`src/rtl/sm83_mem_bus.sv`:
```
// SM83 memory bus: decodes CPU accesses onto HRAM, IE, IO and external memory,
// and runs the OAM DMA engine that takes over the external bus while active.
module sm83_mem_bus (
  input  logic        clk,
  input  logic        reset,
  input  logic        t1,
  input  logic        t2,
  input  logic        t3,
  input  logic        t4,
  input  logic [15:0] adr,
  input  logic [7:0]  cpu_wdata,
  output logic [7:0]  cpu_rdata,
  input  logic        n_rd,
  input  logic        n_wr,
  input  logic        ext_data_lh,
  output logic [15:0] mem_adr,
  output logic        mem_rd,
  output logic        mem_wr,
  output logic [7:0]  mem_wdata,
  input  logic [7:0]  mem_rdata,
  output logic [6:0]  io_adr,
  output logic        io_rd,
  output logic        io_wr,
  output logic [7:0]  io_wdata,
  input  logic [7:0]  io_rdata,
  output logic        oam_we,
  output logic [7:0]  oam_adr,
  output logic [7:0]  oam_wdata,
  output logic        dma_active
);

  typedef enum logic [1:0] {DMA_IDLE, DMA_START, DMA_ACTIVE} dma_state_t;
  typedef enum logic [1:0] {RD_NONE, RD_LATCHED, RD_IO, RD_MEM} rd_src_t;

  // Only t3 and t4 carry meaning for this block.
  logic unused_phases;
  assign unused_phases = t1 ^ t2;

  logic rd_cyc, wr_cyc;
  logic sel_hram, sel_ie, sel_io, sel_dma, sel_mem;

  assign rd_cyc   = ext_data_lh & t3;
  assign wr_cyc   = ~n_rd & n_wr & t3;
  assign sel_ie   = (adr == 16'hFFFF);
  assign sel_hram = (adr[15:7] == 9'h1FF) && !sel_ie;
  assign sel_io   = (adr[15:7] == 9'h1FE);
  assign sel_dma  = (adr == 16'hFF46);
  assign sel_mem  = (adr < 16'hFF00);

  dma_state_t state, state_d;
  logic [7:0] idx, idx_d;
  logic       start_cnt, start_cnt_d;
  logic       restart, restart_d;
  logic [7:0] src, ie, eff_src;
  logic       dma_busy, dma_xfer, dma_wr, cpu_mem_ok;

  // A restart keeps the bus owned by DMA through its START delay.
  assign dma_busy   = (state == DMA_ACTIVE) || restart;
  assign dma_xfer   = (state == DMA_ACTIVE);
  assign dma_wr     = wr_cyc && sel_dma;
  assign cpu_mem_ok = sel_mem && !dma_busy;
  assign eff_src    = (src >= 8'hE0) ? (src & 8'hDF) : src;

  always_comb begin
    // NOTE: every output of a combinational block gets a default first, so no
    // path leaves it unassigned and no latch is inferred.
    state_d     = state;
    idx_d       = idx;
    start_cnt_d = start_cnt;
    restart_d   = restart;
    case (state)
      DMA_START: begin
        if (t4) begin
          if (start_cnt) begin
            start_cnt_d = 1'b0;
          end else begin
            state_d   = DMA_ACTIVE;
            restart_d = 1'b0;
          end
        end
      end
      DMA_ACTIVE: begin
        if (t4) begin
          if (idx == 8'd159) begin
            state_d = DMA_IDLE;
            idx_d   = 8'd0;
          end else begin
            idx_d = idx + 8'd1;
          end
        end
      end
      default: ;
    endcase
    // Two t4 edges of delay: the rest of the writing M-cycle plus one full one.
    if (dma_wr) begin
      state_d     = DMA_START;
      idx_d       = 8'd0;
      start_cnt_d = 1'b1;
      restart_d   = dma_busy;
    end
  end

  always_ff @(posedge clk) begin
    // NOTE: sequential state uses non-blocking assignments so every register
    // samples pre-edge values regardless of statement order.
    if (reset) begin
      state     <= DMA_IDLE;
      idx       <= 8'd0;
      start_cnt <= 1'b0;
      restart   <= 1'b0;
      src       <= 8'd0;
      ie        <= 8'd0;
    end else begin
      state     <= state_d;
      idx       <= idx_d;
      start_cnt <= start_cnt_d;
      restart   <= restart_d;
      if (dma_wr)            src <= cpu_wdata;
      if (wr_cyc && sel_ie)  ie  <= cpu_wdata;
    end
  end

  // NOTE: HRAM contents are deliberately not reset; only control state is.
  logic [7:0] hram [0:126];

  always_ff @(posedge clk) begin
    if (wr_cyc && sel_hram) hram[adr[6:0]] <= cpu_wdata;
  end

  // Internal sources are captured at t3; IO and memory data arrive during t4.
  rd_src_t    rd_src;
  logic [7:0] rd_latch;

  always_ff @(posedge clk) begin
    if (reset) begin
      rd_src   <= RD_NONE;
      rd_latch <= 8'hFF;
    end else if (rd_cyc) begin
      rd_src   <= RD_LATCHED;
      rd_latch <= 8'hFF;
      if (sel_hram)        rd_latch <= hram[adr[6:0]];
      else if (sel_ie)     rd_latch <= ie;
      else if (sel_dma)    rd_latch <= src;
      else if (sel_io)     rd_src   <= RD_IO;
      else if (cpu_mem_ok) rd_src   <= RD_MEM;
    end else begin
      rd_src <= RD_NONE;
    end
  end

  always_comb begin
    cpu_rdata = 8'hFF;
    if (!reset && t4) begin
      case (rd_src)
        RD_LATCHED: cpu_rdata = rd_latch;
        RD_IO:      cpu_rdata = io_rdata;
        RD_MEM:     cpu_rdata = mem_rdata;
        default:    cpu_rdata = 8'hFF;
      endcase
    end
  end

  assign mem_rd     = !reset && ((rd_cyc && cpu_mem_ok) || (dma_xfer && t3));
  assign mem_wr     = !reset && wr_cyc && cpu_mem_ok;
  assign mem_adr    = reset ? 16'h0000 : ((dma_xfer && t3) ? {eff_src, idx} : adr);
  assign mem_wdata  = reset ? 8'h00 : cpu_wdata;
  assign io_rd      = !reset && rd_cyc && sel_io;
  assign io_wr      = !reset && wr_cyc && sel_io;
  assign io_adr     = reset ? 7'h00 : adr[6:0];
  assign io_wdata   = reset ? 8'h00 : cpu_wdata;
  assign oam_we     = !reset && dma_xfer && t4;
  assign oam_adr    = reset ? 8'h00 : idx;
  assign oam_wdata  = reset ? 8'h00 : mem_rdata;
  assign dma_active = !reset && dma_busy;

endmodule

```
`config.mk`:
```
export PLATFORM = sky130hd
export DESIGN_NAME = sm83_mem_bus
export DESIGN_NICKNAME = d
export VERILOG_FILES = /design/src/rtl/sm83_mem_bus.sv
export SDC_FILE = /design/constraint.sdc
export NUM_CORES = 1
export LEC_CHECK = 0
export ABC_AREA = 1
export BUFFER_PORTS_ARGS = -buffer_cell sky130_fd_sc_hd__buf_2
export CAP_MARGIN = 20
export CORE_UTILIZATION = 55
export DETAILED_ROUTE_END_ITERATION = 6
export PLACE_DENSITY = 0.74
export SKIP_LAST_GASP = 1
export SYNTH_ARGS = -nofsm -noshare
export SYNTH_HDL_FRONTEND = slang
export SYNTH_SLANG_ARGS = --single-unit
export TNS_END_PERCENT = 10
```
`constraint.sdc`:
```
create_clock -name clk -period 2.7 [get_ports clk]
set_input_delay 0.81 -clock clk [delete_from_list [all_inputs] [get_ports clk]]
set_output_delay 0.81 -clock clk [all_outputs]
set_load 0.1 [all_outputs]
```
# [Word-level counts from Yosys, hierarchy flattened]
# Memories as Yosys holds them, arrays and structs flattened.
# Cells that the tools add are included.
[word_totals] inputBits=49 out_inout_bits=69 mem_count=1 word_cells=105 regBits=38 mem_bits_ro=0 latchBits=0 mem_bits_rw=1016
[mem_list] name="hram" words=127 width=8 read_ports=1 rd_clocked_by_memory_dff=0 wr=1 line_no="124" rtl="logic [7:0] hram [0:126];"
[classes] n_mul=0 bitwise=5 reduce_logical=34 shifts=0 mux=33 div=0 order_cmp=2 n_addsub=1 n_eq_ne=19
[op_table] cell="8-bit 2-to-1 mux" count=8
[op_table] cell="16-bit == test, second input constant" count=2
[op_table] cell="16-bit 2-to-1 mux" count=2
[op_table] cell="8-bit case mux with 3 select lines" count=1
[op_table] cell="9-bit == test, second input constant" count=2
[op_table] cell="1-bit logical AND" count=17
[op_table] cell="16-bit less-than comparator, second input constant" count=1
[op_table] cell="1-bit 2-to-1 mux" count=13
[op_table] cell="2-bit 2-to-1 mux" count=6
[op_table] cell="5-bit AND reduction" count=2
[op_table] cell="8-bit by 1-bit adder with 8-bit output, second input constant" count=1
[op_table] cell="8-bit == test, second input constant" count=1
[op_table] cell="8-bit >= comparator, second input constant" count=1
[op_table] cell="7-bit 2-to-1 mux" count=1
[op_table] cell="2-bit == test, second input constant" count=3
[op_table] cell="6-bit 2-to-1 mux" count=1
[op_table] cell="2-bit inequality test, second input constant" count=3
[op_table] cell="3-bit inequality test, second input constant" count=2
[op_table] cell="2-bit nonzero test" count=3
[op_table] cell="5-bit OR reduction" count=1
[op_table] cell="2-bit by 1-bit == test with 1-bit output, second input constant" count=2
[op_table] cell="2-bit by 1-bit inequality test with 1-bit output, second input constant" count=2
[op_table] cell="2-bit case mux with 2 select lines" count=1
[op_table] cell="2-bit AND reduction" count=2
[op_table] cell="9 further kinds" count=16

# [Longest topological paths before layout]
[logic_depth] word_depth=9 mapped_depth=17 mapped_depth_nobuf=14

# [Least setup slack after synthesis]
# Ideal clock, no wire load.
[synth_path] path_type="input to output" startpoint="in reset" endpoint="out mem_adr[13]" path_stages=5 required_time_ps=1890 setup_slack_ps=-1648 n_path_buf=2 arrival_ps=3538 cell_sequence="clkbuf_1 > inv_1 > clkbuf_1 > nand2_1 > o21ai_0"
[synth_between] elab_chain_cells=1
[synth_lines] element="from (decl)" line_no="5" rtl="input logic reset,"
[synth_lines] element="16-bit 2-to-1 mux" line_no="165" rtl="assign mem_adr = reset ? 16'h0000 : ((dma_xfer && t3) ? {eff_src, idx} : adr);"
[synth_lines] element="to (decl)" line_no="16" rtl="output logic [15:0] mem_adr,"
# Every way passes these cells.

# [Final worst setup path]
[layout_path] startpoint="reg state[1]" endpoint="out mem_adr[9]"
[layout_between] elab_chain_cells=4
[layout_lines] element="from (decl)" line_no="50" rtl="dma_state_t state, state_d;"
[layout_lines] element="from (signal assigned)" line_no="114" rtl="state <= state_d;"
[layout_lines] element="2-bit == test" line_no="59" rtl="assign dma_xfer = (state == DMA_ACTIVE);"
[layout_lines] element="1-bit logical AND" line_no="165"
[layout_lines] element="16-bit 2-to-1 mux (2 in series)" line_no="165"
# Every way passes these cells.

==> reports/metrics.cfg <==
[outcome]
outcome=complete, but fails checks
violations=setup timing

[floorplan]
die_w_um=293
start_util_pct=55.6
ioPinCount=118
row_count=106
die_height_um=293
fp.coreArea_um2=83800
dieArea_um2=85900

[global_route]
use_met2_pct=46.4
grt-ovfl-total=0
gr-usage-all-layers_pct=28.3
grt_max_degree=128
grt_pass1_wl_um=183000
top_usage_layer=met2
gr-usage-met1_pct=37.9
use_met3_pct=4.43
first_global_vias=32439
grt_antenna_before_repair=1

[finish]
final_cell_mix=nand2_1 (1347), edfxtp_1 (1016), inv_1 (981), nand3_1 (475), buf_4 (309)
area.growth.synth_to_final_pct=21.2
drive_gt1_share_pct=15.1
multi_input_comb_area_um2=11300
postLayoutCoreUtil_pct=67.4
final_common_cell=nand2_1
seq_area_um2=31300
final_nets=5189
fillers=6006

[timing]
setup_viol_count_final=26
worst_pin_slew_ns=0.754
post-route-period-util_pct=110
post-route-min-period_ns=2.98
drv_slew=0
grt_setup_unrepaired=true
fin_ws_ns=-0.279
max_slew_margin_pct=49.7
hold_ws_ns=0.428
fmax_mhz=336
tns_ns=-5.07
finalHoldViolations=0
skew_ns=0.0219

[setup_path]
startpoint_type=flip-flop
required_ns=1.89
reg2reg_depth=13
worstPathArrival_ns=2.17
crit_type=flip-flop to output pin
end_kind=output pin
cp_max_fo=7

[clocking]
cts_made_buffers=105
cts_max_level=3
clk_path_buf_depth=3
cts_root_buf=clkbuf_16
cts_tree=done
clkTransAtPathRegs_ns=0.06
numClockSinks=1054
insertion_delay_ns=0.66

[yosys]
yosysWarnings=0
ys_seq_area_share_pct=67.1
ys_top_cells_by_area=edfxtp_1 (65%), nand2_1 (11%), inv_1 (7.9%), nand3_1 (5.1%), nor2_1 (2.8%)
synthCells=4742
synth.net_count=4792
ys_ff_latch=1054
avgSynthCellArea_um2=9.83
yosysTopAreaCellShare_pct=65.4
synth_area_um2=46600
yosysUniqueCellTypes=35
yosys.area.top_type=edfxtp_1

[placement]
port_buffers=115
place_hpwl_um=75900
place_congestion=0.914

[power_and_ir_drop]
p_leak_nw=24.8
vdd_ir_drop_max_v=0.000497
power.total_mw=34.9
p_per_area_nw_per_um2=617

[worst_hold_path]
hold_class=input port to flip-flop
holdPathStages=1

[route]
drt_wl_total_um=120000
wl_per_cell_um=18.9
drc=0
via_per_inst=5.24
vias=33343
first_iter_violations=3597
ant_nets=0
dr.pass1.iters=6

[flow_run]
drv_cap=0

cell families after synthesis:
family,after synthesis,share of synthesized area (%)
xor gates and xnor gates,2,0.0376
and+or+nand+nor,2271,20.3
AOI/OAI and AO/OA,212,2.40
DFF,1054,67.1
buffers and inverters,1202,10.2
adders and majority gates,1,0.0268
final timing paths:
path / end / slack, ns / startpoint
max: mem_adr[9] / -0.28 / state[1]
min: hram[73][1] / 0.43 / cpu_wdata[1]
max reg2reg: rd_latch[3] / 0.66 / hram[60][3]
min reg2reg: rd_latch[7] / 0.48 / rd_latch[7]
where the power goes:
part	internal [mW]	leakage [nW]	switching, mW
clock	8.12	1.66	6.09
sequential	17.9	9.44	0.00491
combinational	0.837	13.7	1.89
cell usage after synthesis, drive strengths merged:
master   number
a211oi        2
a21oi        44
buf         119
clkbuf       88
clkinv        2
dfxtp        38
edfxtp     1016
ha            1
inv         993
nand2      1360
nand3       476
nand4        29
nor2        352
nor3         10
nor3b         2
nor4          2
o2111ai       8
o21a          6
o21ai       152
or2          40
xor2          2
worst max-delay path, stage by stage (launching register included):
cell and delay (ns):
dfxtp_2 0.35, inv_2 0.05, nor2_4 0.09, inv_2 0.06
nor2_4 0.23, inv_1 0.23, nor2_1 0.25, nor2_4 0.06
buf_12 0.16
routing by layer:
| layer | vias up | wire [µm] | share of wire (%) |
|---|---|---|---|
| li1 | 15809 | - | - |
| met1 | 15666 | 46500 | 39 |
| met2 | 1575 | 57800 | 48 |
| met3 | 291 | 11300 | 9.4 |
| met4 | 2 | 4890 | 4.1 |
| met5 | - | 12 | 0.010 |
layout make-up:
cell class / instances / area share (%)
timing repair buffer: 497 / 9.58
clock inverter: 64 / 0.983
clock buffer: 132 / 4.96
antenna: 1 / 0.00443
tap: 1134 / 2.51
inverter: 995 / 6.63
multi-input combinational: 2486 / 20.0
sequential: 1054 / 55.4
per-stage QoR:
stage,instance area (µm²),setup WS [ns],instances
6_report,56500,-0.279,6363
5_1_grt,56500,-0.342,6362
4_1_cts,56500,-0.225,6362
3_5_place_dp,53000,-0.336,6161
3_3_place_gp,53000,-0.341,6161
2_1_floorplan,47400,-0.206,4742
repair_timing:
| action | CTS | global route |
|---|---|---|
| cloned | 1 | 0 |
| setup buffers | 4 | 0 |
| pin swaps | 2 | 0 |
| gates resized for setup | 14 | 0 |
| setup endpoints to repair | 27 | 29 |
| hold buffers | 0 | 0 |
registers in the layout, indices dropped and copies added, names as in the netlist:
register / cells
idx: 8
src: 8
start_cnt: 1
rd_latch: 8
state: 2
restart: 1
hram: 1016
ie: 8
rd_src: 2
Power figures use the tool's default switching activity.
